===== config.mk =====
export PLATFORM = sky130hd
export DESIGN_NAME = fft4_butterfly
export DESIGN_NICKNAME = d
export VERILOG_FILES = /design/src/rtl/fft4_butterfly.sv
export SDC_FILE = /design/constraint.sdc
export NUM_CORES = 1
export LEC_CHECK = 0
export CORE_MARGIN = 2
export CORE_UTILIZATION = 45
export CTS_CLUSTER_SIZE = 28
export DETAILED_ROUTE_END_ITERATION = 8
export DONT_BUFFER_PORTS = 1
export SKIP_LAST_GASP = 1
export SLEW_MARGIN = 20
export SYNTH_ARGS = -nofsm -noshare
export SYNTH_HDL_FRONTEND = slang
export SYNTH_SLANG_ARGS = --single-unit

===== constraint.sdc =====
create_clock -name i_clk -period 8 [get_ports i_clk]
set_input_delay 2.4 -clock i_clk [delete_from_list [all_inputs] [get_ports i_clk]]
set_output_delay 2.4 -clock i_clk [all_outputs]
set_load 0.02 [all_outputs]

===== src/rtl/fft4_butterfly.sv =====
// -----------------------------------------------------------------------------
// fft4_butterfly
//   Radix-4 (4-point DFT) butterfly for real-valued input frames. A frame of
//   four signed words is captured on a valid/ready handshake. It then passes
//   through two registered adder stages, and the four complex bins are
//   streamed out one per handshake. No multipliers are used: the 4-point
//   twiddles are only +/-1 and +/-j.
//
//   Ports
//     i_clk, i_rst          clock (rising edge), async active-high reset
//     i_valid / o_ready     frame handshake; o_ready is high only in IDLE
//     i_word0..i_word3      signed N-bit samples x0..x3
//     o_valid / i_ready     bin handshake toward the next stage
//     o_re, o_im            signed OW-bit real/imag part of bin o_index
//     o_index, o_last       bin number 0..3; o_last marks bin 3
// -----------------------------------------------------------------------------
module fft4_butterfly #(
   parameter int N  = 16,
   parameter int OW = N + 2
) (
   input  logic                 i_clk,
   input  logic                 i_rst,
   input  logic                 i_valid,
   input  logic signed [N-1:0]  i_word0,
   input  logic signed [N-1:0]  i_word1,
   input  logic signed [N-1:0]  i_word2,
   input  logic signed [N-1:0]  i_word3,
   output logic                 o_ready,
   output logic                 o_valid,
   input  logic                 i_ready,
   output logic signed [OW-1:0] o_re,
   output logic signed [OW-1:0] o_im,
   output logic [1:0]           o_index,
   output logic                 o_last
);

   typedef enum logic [1:0] {IDLE, CALC, OUT} state_t;

   state_t state_q, state_d;

   // stage 1: sums/differences of the even and odd sample pairs
   logic signed [N:0]    a_q, a_d, b_q, b_d, c_q, c_d, d_q, d_d;
   // stage 2: everything the four bins need (X1/X3 share b and +/-d)
   logic signed [OW-1:0] x0_q, x0_d, x2_q, x2_d, xb_q, xb_d, xd_q, xd_d;
   // output registers
   logic signed [OW-1:0] re_q, re_d, im_q, im_d;
   logic [1:0]           idx_q, idx_d;

   logic signed [N:0]    w0e, w1e, w2e, w3e;
   logic signed [OW-1:0] ae, be, ce, de;
   logic                 accept, bin_hs;

   assign w0e = {i_word0[N-1], i_word0};
   assign w1e = {i_word1[N-1], i_word1};
   assign w2e = {i_word2[N-1], i_word2};
   assign w3e = {i_word3[N-1], i_word3};

   assign ae = OW'(a_q);
   assign be = OW'(b_q);
   assign ce = OW'(c_q);
   assign de = OW'(d_q);

   assign accept = (state_q == IDLE) && i_valid;
   assign bin_hs = (state_q == OUT) && i_ready;

   // ---------------- FSM: state register ----------------
   always_ff @(posedge i_clk or posedge i_rst) begin
      if (i_rst) state_q <= IDLE;
      else       state_q <= state_d;
   end

   // ---------------- FSM: next state ----------------
   always_comb begin
      state_d = state_q;
      case (state_q)
         IDLE:    if (i_valid) state_d = CALC;
         CALC:    state_d = OUT;
         OUT:     if (i_ready && idx_q == 2'd3) state_d = IDLE;
         default: state_d = IDLE;
      endcase
   end

   // ---------------- FSM: outputs ----------------
   always_comb begin
      o_ready = (state_q == IDLE);
      o_valid = (state_q == OUT);
   end

   // ---------------- datapath next values ----------------
   always_comb begin
      a_d   = a_q;
      b_d   = b_q;
      c_d   = c_q;
      d_d   = d_q;
      x0_d  = x0_q;
      x2_d  = x2_q;
      xb_d  = xb_q;
      xd_d  = xd_q;
      re_d  = re_q;
      im_d  = im_q;
      idx_d = idx_q;

      if (accept) begin
         a_d = w0e + w2e;
         b_d = w0e - w2e;
         c_d = w1e + w3e;
         d_d = w1e - w3e;
      end

      if (state_q == CALC) begin
         x0_d  = ae + ce;
         x2_d  = ae - ce;
         xb_d  = be;
         xd_d  = de;
         // bin 0 goes straight to the output so o_valid rises with OUT
         re_d  = ae + ce;
         im_d  = '0;
         idx_d = 2'd0;
      end

      // after the bin-3 handshake the last bin simply stays on the outputs
      if (bin_hs && idx_q != 2'd3) begin
         idx_d = idx_q + 2'd1;
         case (idx_q + 2'd1)
            2'd1:    begin re_d = xb_q; im_d = -xd_q; end
            2'd2:    begin re_d = x2_q; im_d = '0;    end
            default: begin re_d = xb_q; im_d = xd_q;  end
         endcase
      end
   end

   // ---------------- datapath registers ----------------
   always_ff @(posedge i_clk or posedge i_rst) begin
      if (i_rst) begin
         a_q   <= '0;
         b_q   <= '0;
         c_q   <= '0;
         d_q   <= '0;
         x0_q  <= '0;
         x2_q  <= '0;
         xb_q  <= '0;
         xd_q  <= '0;
         re_q  <= '0;
         im_q  <= '0;
         idx_q <= 2'd0;
      end else begin
         a_q   <= a_d;
         b_q   <= b_d;
         c_q   <= c_d;
         d_q   <= d_d;
         x0_q  <= x0_d;
         x2_q  <= x2_d;
         xb_q  <= xb_d;
         xd_q  <= xd_d;
         re_q  <= re_d;
         im_q  <= im_d;
         idx_q <= idx_d;
      end
   end

   assign o_re    = re_q;
   assign o_im    = im_q;
   assign o_index = idx_q;
   assign o_last  = (idx_q == 2'd3);

endmodule


# After elaboration in Yosys (flattened, before gate mapping)
# Index checks and enable logic that the tools add are counted.
[op_classes]
addsub = 8
n_eq_ne = 8
mux = 11
n_reduce_logical = 7
[ops]
columns = ["operator", "n"]
rows = [
  ["$mux 18", 5],
  ["$pmux 18 s2", 1],
  ["$add 16x16->17", 2],
  ["$sub 16x16->17", 2],
  ["$add 17x17->18", 1],
  ["$neg 17->18", 1],
  ["$sub 17x17->18", 1],
  ["$mux 2", 4],
  ["$eq 2x2->1 const B", 3],
  ["$pmux 2 s3", 1],
  ["$eq 2x1->1 const B", 2],
  ["$logic_and 1x1->1", 4],
  ["$ne 2x2->1 const B", 2],
  ["$add 2x1->2 const B", 1],
  ["$logic_not 2->1", 1],
  ["$ne 2x1->1 const B", 1],
  ["$reduce_and 2->1", 1],
  ["$reduce_bool 2->1", 1],
]
[word_totals]
regBits = 160
in_bits = 68
output_inout_bits = 41
word_cells = 45

# Depth between registers and ports, before layout
# Gate-level depths: netlist of run 1.
[depth]
ltp_word = 4
mapped_depth = 12
ltp_nobuf = 12

# Worst setup path after synthesis of run 1
# Ideal clock, no wire load.
[synth_path]
path_type = "input to register"
start = "input port i_word0[0]"
end = "register b_q[12]"
setup_time_ns = 0.133
arrival_time_ns = 4.266
t_required_ns = 7.867
path_slack_ns = 3.601
cell_stages = 11
n_path_buf = 0
cell_sequence = "inv_1 -> ha_1 -> fa_1 -> nor2b_1 -> o21ai_0 -> a21boi_0 -> o21ai_1 -> o21a_1 -> a21oi_1 -> xnor2_1 -> o21ai_0"
[synth_between]
elab_chain_cells = 1
[synth_lines]
columns = ["item", "line", "source"]
rows = [
  ["start, declared", "24", "input logic signed [N-1:0] i_word0,"],
  ["$sub 16x16->17", "105", "b_d = w0e - w2e;"],
  ["end signal, assigned", "136", "b_q <= '0;"],
  ["end signal, assigned", "148", "b_q <= b_d;"],
  ["end, declared", "42", "logic signed [N:0] a_q, a_d, b_q, b_d, c_q, c_d, d_q, d_d;"],
]
# No other way between the ends.
# A chain may end at the register's enable or synchronous reset.

# Worst setup path after layout of run 1
[layout_path]
start = "input port i_word1[0]"
end = "register c_q[16]"
[layout_between]
elab_chain_cells = 1
[layout_lines]
columns = ["item", "line", "source"]
rows = [
  ["start, declared", "25", "input logic signed [N-1:0] i_word1,"],
  ["$add 16x16->17", "106", "c_d = w1e + w3e;"],
  ["end signal, assigned", "137", "c_q <= '0;"],
  ["end signal, assigned", "149", "c_q <= c_d;"],
  ["end, declared", "42", ""],
]
# No other way between the ends.

==> results of run 1 <==
[tightest hold or removal path, cell delays in order (launching register included)]
cell and delay [ns]:
dfrtp_1 0.34, nand2_1 0.05, nand2_1 0.05
[cells in the mapped netlist, drive strengths merged, types with 10 or more instances]
cell type  count
inv          104
nand2b        25
nand2        229
dfrtp        158
o31ai         22
xor2          29
clkbuf        54
mux2i         18
o21ai        134
nor2          76
xnor2         47
a211oi        17
nand3         13
a21oi         71
nor2b         21
nor3          21
o21a          12
or3           10
a31oi         11
ha           102
[final timing paths]
check / end / start / depth (start not counted)
worst min register to register: xd_q[4] / d_q[4] / 2
worst max register to register: o_re[16] / c_q[0] / 10
min in group asynchronous: o_im[4] / i_rst / 1
worst min-delay path: xd_q[4] / d_q[4] / 2
max in group asynchronous: xb_q[7] / i_rst / 2
worst max-delay path: c_q[16] / i_word1[0] / 10
[cells by family after synthesis]
kind of cell,count (synthesis),synth area share
simple gates,433,0.180
xor+xnor,76,0.0613
mux,19,0.0176
buf+inv,164,0.0569
flops,158,0.364
compound gates,335,0.191
fa+ha+maj,108,0.129
[placed cells by master, fill, tap and decap left out, types with 4 or more instances in the layout]
cell type,instances
and2_1,4
or3_1,9
buf_4,7
nor2b_1,20
nand3_1,13
a31oi_1,11
dfrtp_1,158
a211oi_1,17
fa_1,6
o21ai_1,10
nor2_1,76
o31ai_1,21
nor3_1,21
clkinv_8,6
and3_1,5
ha_1,102
nor4_1,4
clkbuf_16,17
mux2i_1,18
a21o_1,4
o211ai_1,9
xnor2_1,47
a21oi_1,71
o21bai_1,8
inv_1,103
xor2_1,29
or2_2,4
inv_6,4
o21ai_0,124
nand2_1,228
o221ai_1,7
nand2b_1,23
o21a_1,12
nor3b_1,6
[state kept, by name, indices dropped and copies added (netlist names)]
name	count
o_im	18
o_re	18
x2_q	18
a_q	17
c_q	17
xb_q	17
xd_q	17
b_q	16
d_q	16
o_index	2
state_q	2
[layer usage]
| layer | share of wire | wire length [µm] |
|---|---|---|
| met2 | 0.40 | 10500 |
| met4 | 0.016 | 406 |
| met3 | 0.055 | 1440 |
| met5 | 0 | 0 |
| met1 | 0.53 | 13600 |
[per-stage QoR]
step	hold WS, ns	std cells	utilization	setup WS (ns)
2_1_floorplan	0.438	1293	-	1.34
3_3_place_gp	0.449	1559	0.471	3.31
3_5_place_dp	0.448	1559	0.471	3.28
4_1_cts	0.472	1591	0.498	3.73
5_1_grt	0.500	1591	0.498	3.48
6_report	0.468	1591	0.498	3.72
[report_power, final]
group / internal [mW] / switching [mW] / leakage, nW
clock: 0.451 / 0.386 / 0.299
combinational: 0.893 / 1.32 / 3.30
sequential: 1.16 / 0.428 / 1.97
[cell type report]
| type | count | area [µm²] |
|---|---|---|
| clock inverter | 15 | 201 |
| multi-input combinational | 971 | 6290 |
| sequential | 158 | 3950 |
| inverter | 104 | 395 |
| timing repair buffer | 7 | 52.6 |
| clock buffer | 17 | 425 |
| tap | 319 | 399 |
| fill | 2324 | 11800 |
==> results_dict.tcl, run 1 <==
set metrics [dict create \
    status "finished clean" \
    path_max_fanout 3 \
    io_buffer_count 0 \
    critPathLaunchType "input pin" \
    min_path_type "flip-flop to flip-flop" \
    p_leak_nw 5.57 \
    grtUsageMet1 0.328 \
    final_antenna_net_count 0 \
    die_area_um2 25400 \
    wl_per_cell_um 16.3 \
    clk_pin_slew_ns 0.07 \
    power.total_mw 4.65 \
    met3_usage 0.0404 \
    route.vias.total 8513 \
    cts_root_buf "clkbuf_16" \
    required_ns 8.35 \
    drive_above_1_share 0.0487 \
    min_period_over_period 0.535 \
    synth_ff_type "dfrtp_1" \
    crit_family "compound AO/OA/AOI/OAI gates" \
    synth_area_leaders "dfrtp_1 (36%), ha_1 (12%), nand2_1 (7.9%)" \
    grt_pass1_vias 8015 \
    grt_overflow 0 \
    cts_buffer_depth 2 \
    antenna_found_initial 0 \
    yosysWarnings 0 \
    final_nets 1435 \
    post_cts_resized 0 \
    finalWirelength_um 26000 \
    vdd.ir_drop.worst_v 0.000185 \
    crit_buf_inv 0 \
    grt_util_all_layers 0.210 \
    relSlewSlack 0.333 \
    post_cts_buffers 0 \
    tightest_slew_ns 0.999 \
    cts_sinks 158 \
    yosysTopAreaCell "dfrtp_1" \
    cts-buffers-inserted 17 \
    crit_arrival_ns 4.63 \
    crit_slowest_cell "fa_1" \
    grt_pass1_wl_um 42900 \
    path_common_cell "a21oi_1" \
    worstSkewPairLatency_ns 0.44 \
    die_w_um 159 \
    io_pins 109 \
    p_per_area_nw_per_um2 396 \
    fin_worst_skew_ns 0.0156 \
    synth_seq_cells 158 \
    drt_iter0_drc 570 \
    setup_viol 0 \
    synth_edf_count 0 \
    antennaDiodeCount 0 \
    cts_tree "done" \
    cap_violations 0 \
    max_stage_delay_ns 0.40 \
    grt_max_degree 97 \
    dp_hpwl_um 19700 \
    period_minus_slack_ns 4.28 \
    grt_use_met2 0.294 \
    finalMaxSlewViolations 0 \
    gp_congestion 0.867 \
    core_um2 23500 \
    drc 0 \
    areaGrowthSynthToFinish_pct 8.00 \
    cp-end-kind "flip-flop" \
    seq_area_frac_synth 0.364 \
    synth_top_area_frac 0.364 \
    crit_path_cell_trace "ha_1, fa_1, nor2b_1, o21bai_1, a21oi_1, o21ai_0, o211ai_1, a21oi_1, a2111oi_0, a211oi_1" \
    htreeDepth 4 \
    synthArstFlopShare 1.00 \
    initial_utilization 0.461 \
    ctsHoldBuffers 0 \
    crit_type "input pin to flip-flop" \
    firstDrtPassIters 4 \
    synthCells 1293 \
    avgSynthCellArea_um2 8.39 \
    syn_nets 1469 \
    fin_setup_tns_ns 0 \
    ys_types 68 \
    rsz0062_at_grt "false" \
    floorplan.die.height_um 159 \
    viasPerCell 5.35 \
    core.rowCount 56 \
    clock.fmax_mhz 233 \
    hold_violations 0 \
    dpl_cell_area_um2 11100 \
    busiest_layer "met1" \
    final_cell_area_um2 11700 \
    syn_area_um2 10900 \
    rrSetupSlack_ns 4.82 \
]
No activity file was read; power rests on OpenSTA's default activity.
==> inputs of run 2 (changes only) <==
==> constraint.sdc (replaced) <==
create_clock -name i_clk -period 3.5 [get_ports i_clk]
set_input_delay 1.05 -clock i_clk [delete_from_list [all_inputs] [get_ports i_clk]]
set_output_delay 1.05 -clock i_clk [all_outputs]
set_load 0.02 [all_outputs]
==> run 2 against run 1 <==
  * Via count rose by 0.47%
  * Critical path type is now flip-flop to flip-flop
  * Sequential cell count did not move
  * Clock power grew 130%
  * Final cell count is 0.82% higher
  * Critical path depth stayed put
  * Routed wire length grew 0.89%
  * Combinational power is 130% higher
  * Final area grew 0.89%
  * Total power up 130%
  * Sequential share of layout area decreased by 0.30 points
  * Register-to-register slack got worse by 4.4 ns
==> results_dict.tcl, run 2 (same netlist as run 1, synthesis figures left out) <==
set metrics [dict create \
    status "finished clean" \
    min_period_over_period 0.878 \
    io_pins 109 \
    finalMaxSlewViolations 0 \
    drc 0 \
    areaGrowthSynthToFinish_pct 8.96 \
    setup_ws_ns 0.426 \
    route.vias.total 8553 \
    drive_above_1_share 0.0576 \
    dpl_cell_area_um2 11200 \
    fillCellCount 2338 \
    post_cts_buffers 0 \
    vdd.ir_drop.worst_v 0.000382 \
    cts_buffer_depth 2 \
    hold_violations 0 \
    crit_arrival_ns 3.36 \
    hold_ws_ns 0.462 \
    min_path_type "flip-flop to flip-flop" \
    fin_worst_skew_ns 0.0100 \
    drt_iter0_drc 466 \
    p_per_area_nw_per_um2 905 \
    final_cell_mix "nand2_1 (228), dfrtp_1 (158), o21ai_0 (125), inv_1 (103), ha_1 (102)" \
    ctsHoldBuffers 0 \
    p_leak_nw 5.63 \
    firstDrtPassIters 5 \
    die_area_um2 25400 \
    place_inst 1572 \
    worstSkewPairLatency_ns 0.43 \
    grt_max_degree 159 \
    post_cts_resized 0 \
    grt_pass1_vias 8185 \
    cap_violations 0 \
    cts_sinks 158 \
    viasPerCell 5.33 \
    initial_utilization 0.461 \
    grt_util_all_layers 0.212 \
    die_w_um 159 \
    setup_viol 0 \
    multiInputGateArea_um2 6300 \
    gp_congestion 0.894 \
    cts_root_buf "clkbuf_16" \
    place_ws_ns 0.225 \
    clock.fmax_mhz 325 \
    dp_hpwl_um 20000 \
    grt_pass1_wl_um 43600 \
    tightest_slew_ns 0.919 \
    path_max_fanout 4 \
    grt_overflow 0 \
    htreeDepth 4 \
    core_um2 23500 \
    io_buffer_count 0 \
    clk_pin_slew_ns 0.07 \
    relSlewSlack 0.387 \
    wl_per_cell_um 16.3 \
    floorplan.die.height_um 159 \
    final_antenna_net_count 0 \
    antenna_found_initial 0 \
    crit_type "flip-flop to flip-flop" \
    power.total_mw 10.7 \
    finish.utilization 0.502 \
    rsz0062_at_grt "false" \
    period_minus_slack_ns 3.07 \
    required_ns 3.79 \
    antennaDiodeCount 0 \
    finalWirelength_um 26200 \
    core.rowCount 56 \
    cts_tree "done" \
    ff_latch_area_um2 3950 \
    critPathLaunchType "flip-flop" \
    final_cell_area_um2 11800 \
    final_nets 1448 \
    fin_setup_tns_ns 0 \
    fin_cells 1604 \
    cts-buffers-inserted 17 \
    cp-end-kind "flip-flop" \
    final_common_cell "nand2_1" \
]
-- run 2: cell types whose count changed in the layout (fill, tap and decap cells not counted) --
cell	previous run	this run
clkinv_8	6	1
buf_12	0	2
bufinv_16	1	2
o21ai_0	124	125
nand2_2	1	0
clkbuf_1	0	1
clkinvlp_4	1	3
inv_6	4	5
buf_4	7	18
o21ai_1	10	9
nand2_4	0	1
-- run 2: area by class of cell --
class                      instances  area share
multi-input combinational        971       0.533
sequential                       158       0.334
clock buffer                      18      0.0363
tap                              319      0.0337
inverter                         104      0.0333
clock inverter                    14      0.0148
timing repair buffer              20      0.0148
-- run 2: power breakdown --
group / switching [mW] / internal (mW) / total, mW
Sequential: 0.980 / 2.66 / 3.64
Clock: 0.832 / 1.08 / 1.91
Combinational: 3.03 / 2.12 / 5.15
Total: 4.84 / 5.86 / 10.7
-- run 2: metal layers --
metal  up-vias  part of all wire  GRT usage
met2       169              0.40      0.292
met1      3991              0.53      0.334
li1       4370                 -          -
met3        23             0.050     0.0372
met5         -                 0          0
met4         0             0.017     0.0632
-- run 2: final timing paths --
kind	from	endpoint	slack, ns	cells past startpoint
min reg2reg	b_q[8]	xb_q[8]	0.46	2
min	b_q[8]	xb_q[8]	0.46	2
max reg2reg	c_q[0]	o_re[16]	0.43	10
max	c_q[0]	o_re[16]	0.43	10
max in group asynchronous	i_rst	x2_q[6]	2.08	2
min in group asynchronous	i_rst	o_im[9]	0.68	2
-- run 2: critical path, stage by stage (launching register included) --
cell	delay (ns)
dfrtp_1	0.49
ha_1	0.26
fa_1	0.38
nor2b_1	0.17
o21ai_1	0.24
o2111ai_1	0.22
a311oi_1	0.49
o21ai_1	0.17
a21oi_1	0.22
xnor2_1	0.15
o221ai_1	0.14
==> inputs of run 3 (changes only) <==
--- a/config.mk
+++ b/config.mk
@@ -5,6 +5,8 @@
 export SDC_FILE = /design/constraint.sdc
 export NUM_CORES = 1
 export LEC_CHECK = 0
+export ABC_AREA = 0
+export CAP_MARGIN = 20
 export CORE_MARGIN = 2
 export CORE_UTILIZATION = 45
 export CTS_CLUSTER_SIZE = 28
==> results of run 3 <==
The final DEF is identical to that of run 2; final timing and power are the same.
==> patch, RTL diff (flow settings as in run 3) <==
Change the parameter `N` from 16 to 17.
--- a/src/rtl/fft4_butterfly.sv
+++ b/src/rtl/fft4_butterfly.sv
@@ -15,7 +15,7 @@
 //     o_index, o_last       bin number 0..3; o_last marks bin 3
 // -----------------------------------------------------------------------------
 module fft4_butterfly #(
-   parameter int N  = 16,
+   parameter int N  = 17,
    parameter int OW = N + 2
 ) (
    input  logic                 i_clk,
Ports: changed (6 resized); port bits go from 109 to 115. The function was not compared with the original's and may differ.
==> patch against run 3 <==
- final area grew 6.3%
- sequential share of layout area shrank 0.20 points
- global-route usage grew 0.091 points
- sequential cell count grew 9
- power grew 4.5%
- critical path type is now primary input to flip-flop
- die area grew 7.0%
- routed wire length grew 7.9%
- worst setup slack gained 0.10 ns
- synthesized area grew 7.2%
==> patch: results (changes against run 3) <==
Parameter                              Value

Placement
  Final weighted congestion of routability-driven global placement    0.936 (+4.7%)
  Detailed placer's ending HPWL    21900 um (+9.3%)

Route
  WL met3    1360 um (+3.7%)
  Total number of vias    9171 (+7.2%)
  Detailed route wirelength on metal2    12100 um (+16%)
  Wire length on met1    14200 um (+1.9%)
  Post-detailed-route wirelength per cell    16.6 um (+1.9%)
  Number of DRC markers in iteration 0    683 (+47%)

Finish
  Share of cells above drive strength 1    6.07% (+0.31 points)
  Number of nets in the finished design    1541 (+6.4%)

GRT
  Global Route met1 Usage    31.7% (-1.7 points)
  Global routing met3 resource utilization    3.44% (-0.28 points)
  Wire length of the first global-routing pass    45500 um (+4.2%)
  Pin count of the biggest net entering global routing    98 (-38%)

Logic synthesis
  Mux share of post-synthesis cell area    1.72% (-0.043 points)
  Leading post-synthesis cells by instance count    sky130_fd_sc_hd__nand2_1, sky130_fd_sc_hd__dfrtp_1, sky130_fd_sc_hd__o21ai_0
  Share of the synthesized area in compound gates (AO/OA/AOI/OAI)    19.7% (+0.59 points)
  Net count of the mapped netlist    1568 (+6.7%)
  Largest cells by area after synthesis    sky130_fd_sc_hd__dfrtp_1, sky130_fd_sc_hd__ha_1, sky130_fd_sc_hd__nand2_1
  Adder and majority cell fraction of the synthesized area    12.6% (-0.22 points)
  Portion of the post-synthesis area used by sequential elements    35.9% (-0.51 points)

Worst setup path
  Critical Path Fanout Max    3 (-1)
  Arrival time worst endpoint    3.27 ns (-0.09 ns)

Timing
  Slew of the pin with the lowest slew margin    0.957 ns (+0.0376 ns)
  Layout Skew    0.0103 ns (+0.000252 ns)

Run status
  Status    completed

Power
  Fraction of power consumed by combinational cells    48.6% (+0.5 points)
  Worst supply voltage drop on vdd    0.529 mV (+38%)
patch: area by class of cell:
class	count	area, um^2	share of cell area, %
clock buffers	17	425	3.38
clock inverters	15	189	1.50
inverters	104	408	3.24
multi-input cells	1041	6760	53.7
flip-flops and latches	167	4180	33.2
well taps	330	413	3.28
repair buffers	24	205	1.63
patch: through the flow:
stage / area, um^2 / setup WS [ns] / util, % / power [mW] / cells
6_report: 12600 / 0.528 / 49.8 / 11.2 / 1698
5_1_grt: 12600 / 0.286 / 49.8 / 12.1 / 1698
4_1_cts: 12600 / 0.553 / 49.8 / 11.2 / 1698
3_5_place_dp: 12000 / 0.0880 / 47.4 / 9.28 / 1666
3_3_place_gp: 12000 / 0.141 / 47.4 / 9.20 / 1666
2_1_floorplan: 11600 / 0.274 / - / 7.89 / 1382
patch: worst max-delay path: stages:
cell	delay, ns
sky130_fd_sc_hd__inv_1	0.04
sky130_fd_sc_hd__ha_1	0.19
sky130_fd_sc_hd__inv_1	0.07
sky130_fd_sc_hd__fa_1	0.40
sky130_fd_sc_hd__a211oi_2	0.26
sky130_fd_sc_hd__o21ai_1	0.14
sky130_fd_sc_hd__nand3_1	0.15
sky130_fd_sc_hd__a211oi_1	0.11
sky130_fd_sc_hd__or4_1	0.41
sky130_fd_sc_hd__a31oi_1	0.21
sky130_fd_sc_hd__xor2_1	0.18
sky130_fd_sc_hd__o21ai_1	0.07
patch: path summary, 6_finish.rpt:
path / slack (ns) / endpoint / startpoint / cells after the start
min reg2reg: 0.47 / xb_q[10] / b_q[10] / 2
min: 0.47 / xb_q[10] / b_q[10] / 2
max: 0.53 / b_q[16] / i_word0[0] / 12
max reg2reg: 0.55 / x2_q[18] / a_q[0] / 12
min in group asynchronous: 0.62 / o_re[6] / i_rst / 2
max in group asynchronous: 2.40 / x2_q[18] / i_rst / 2
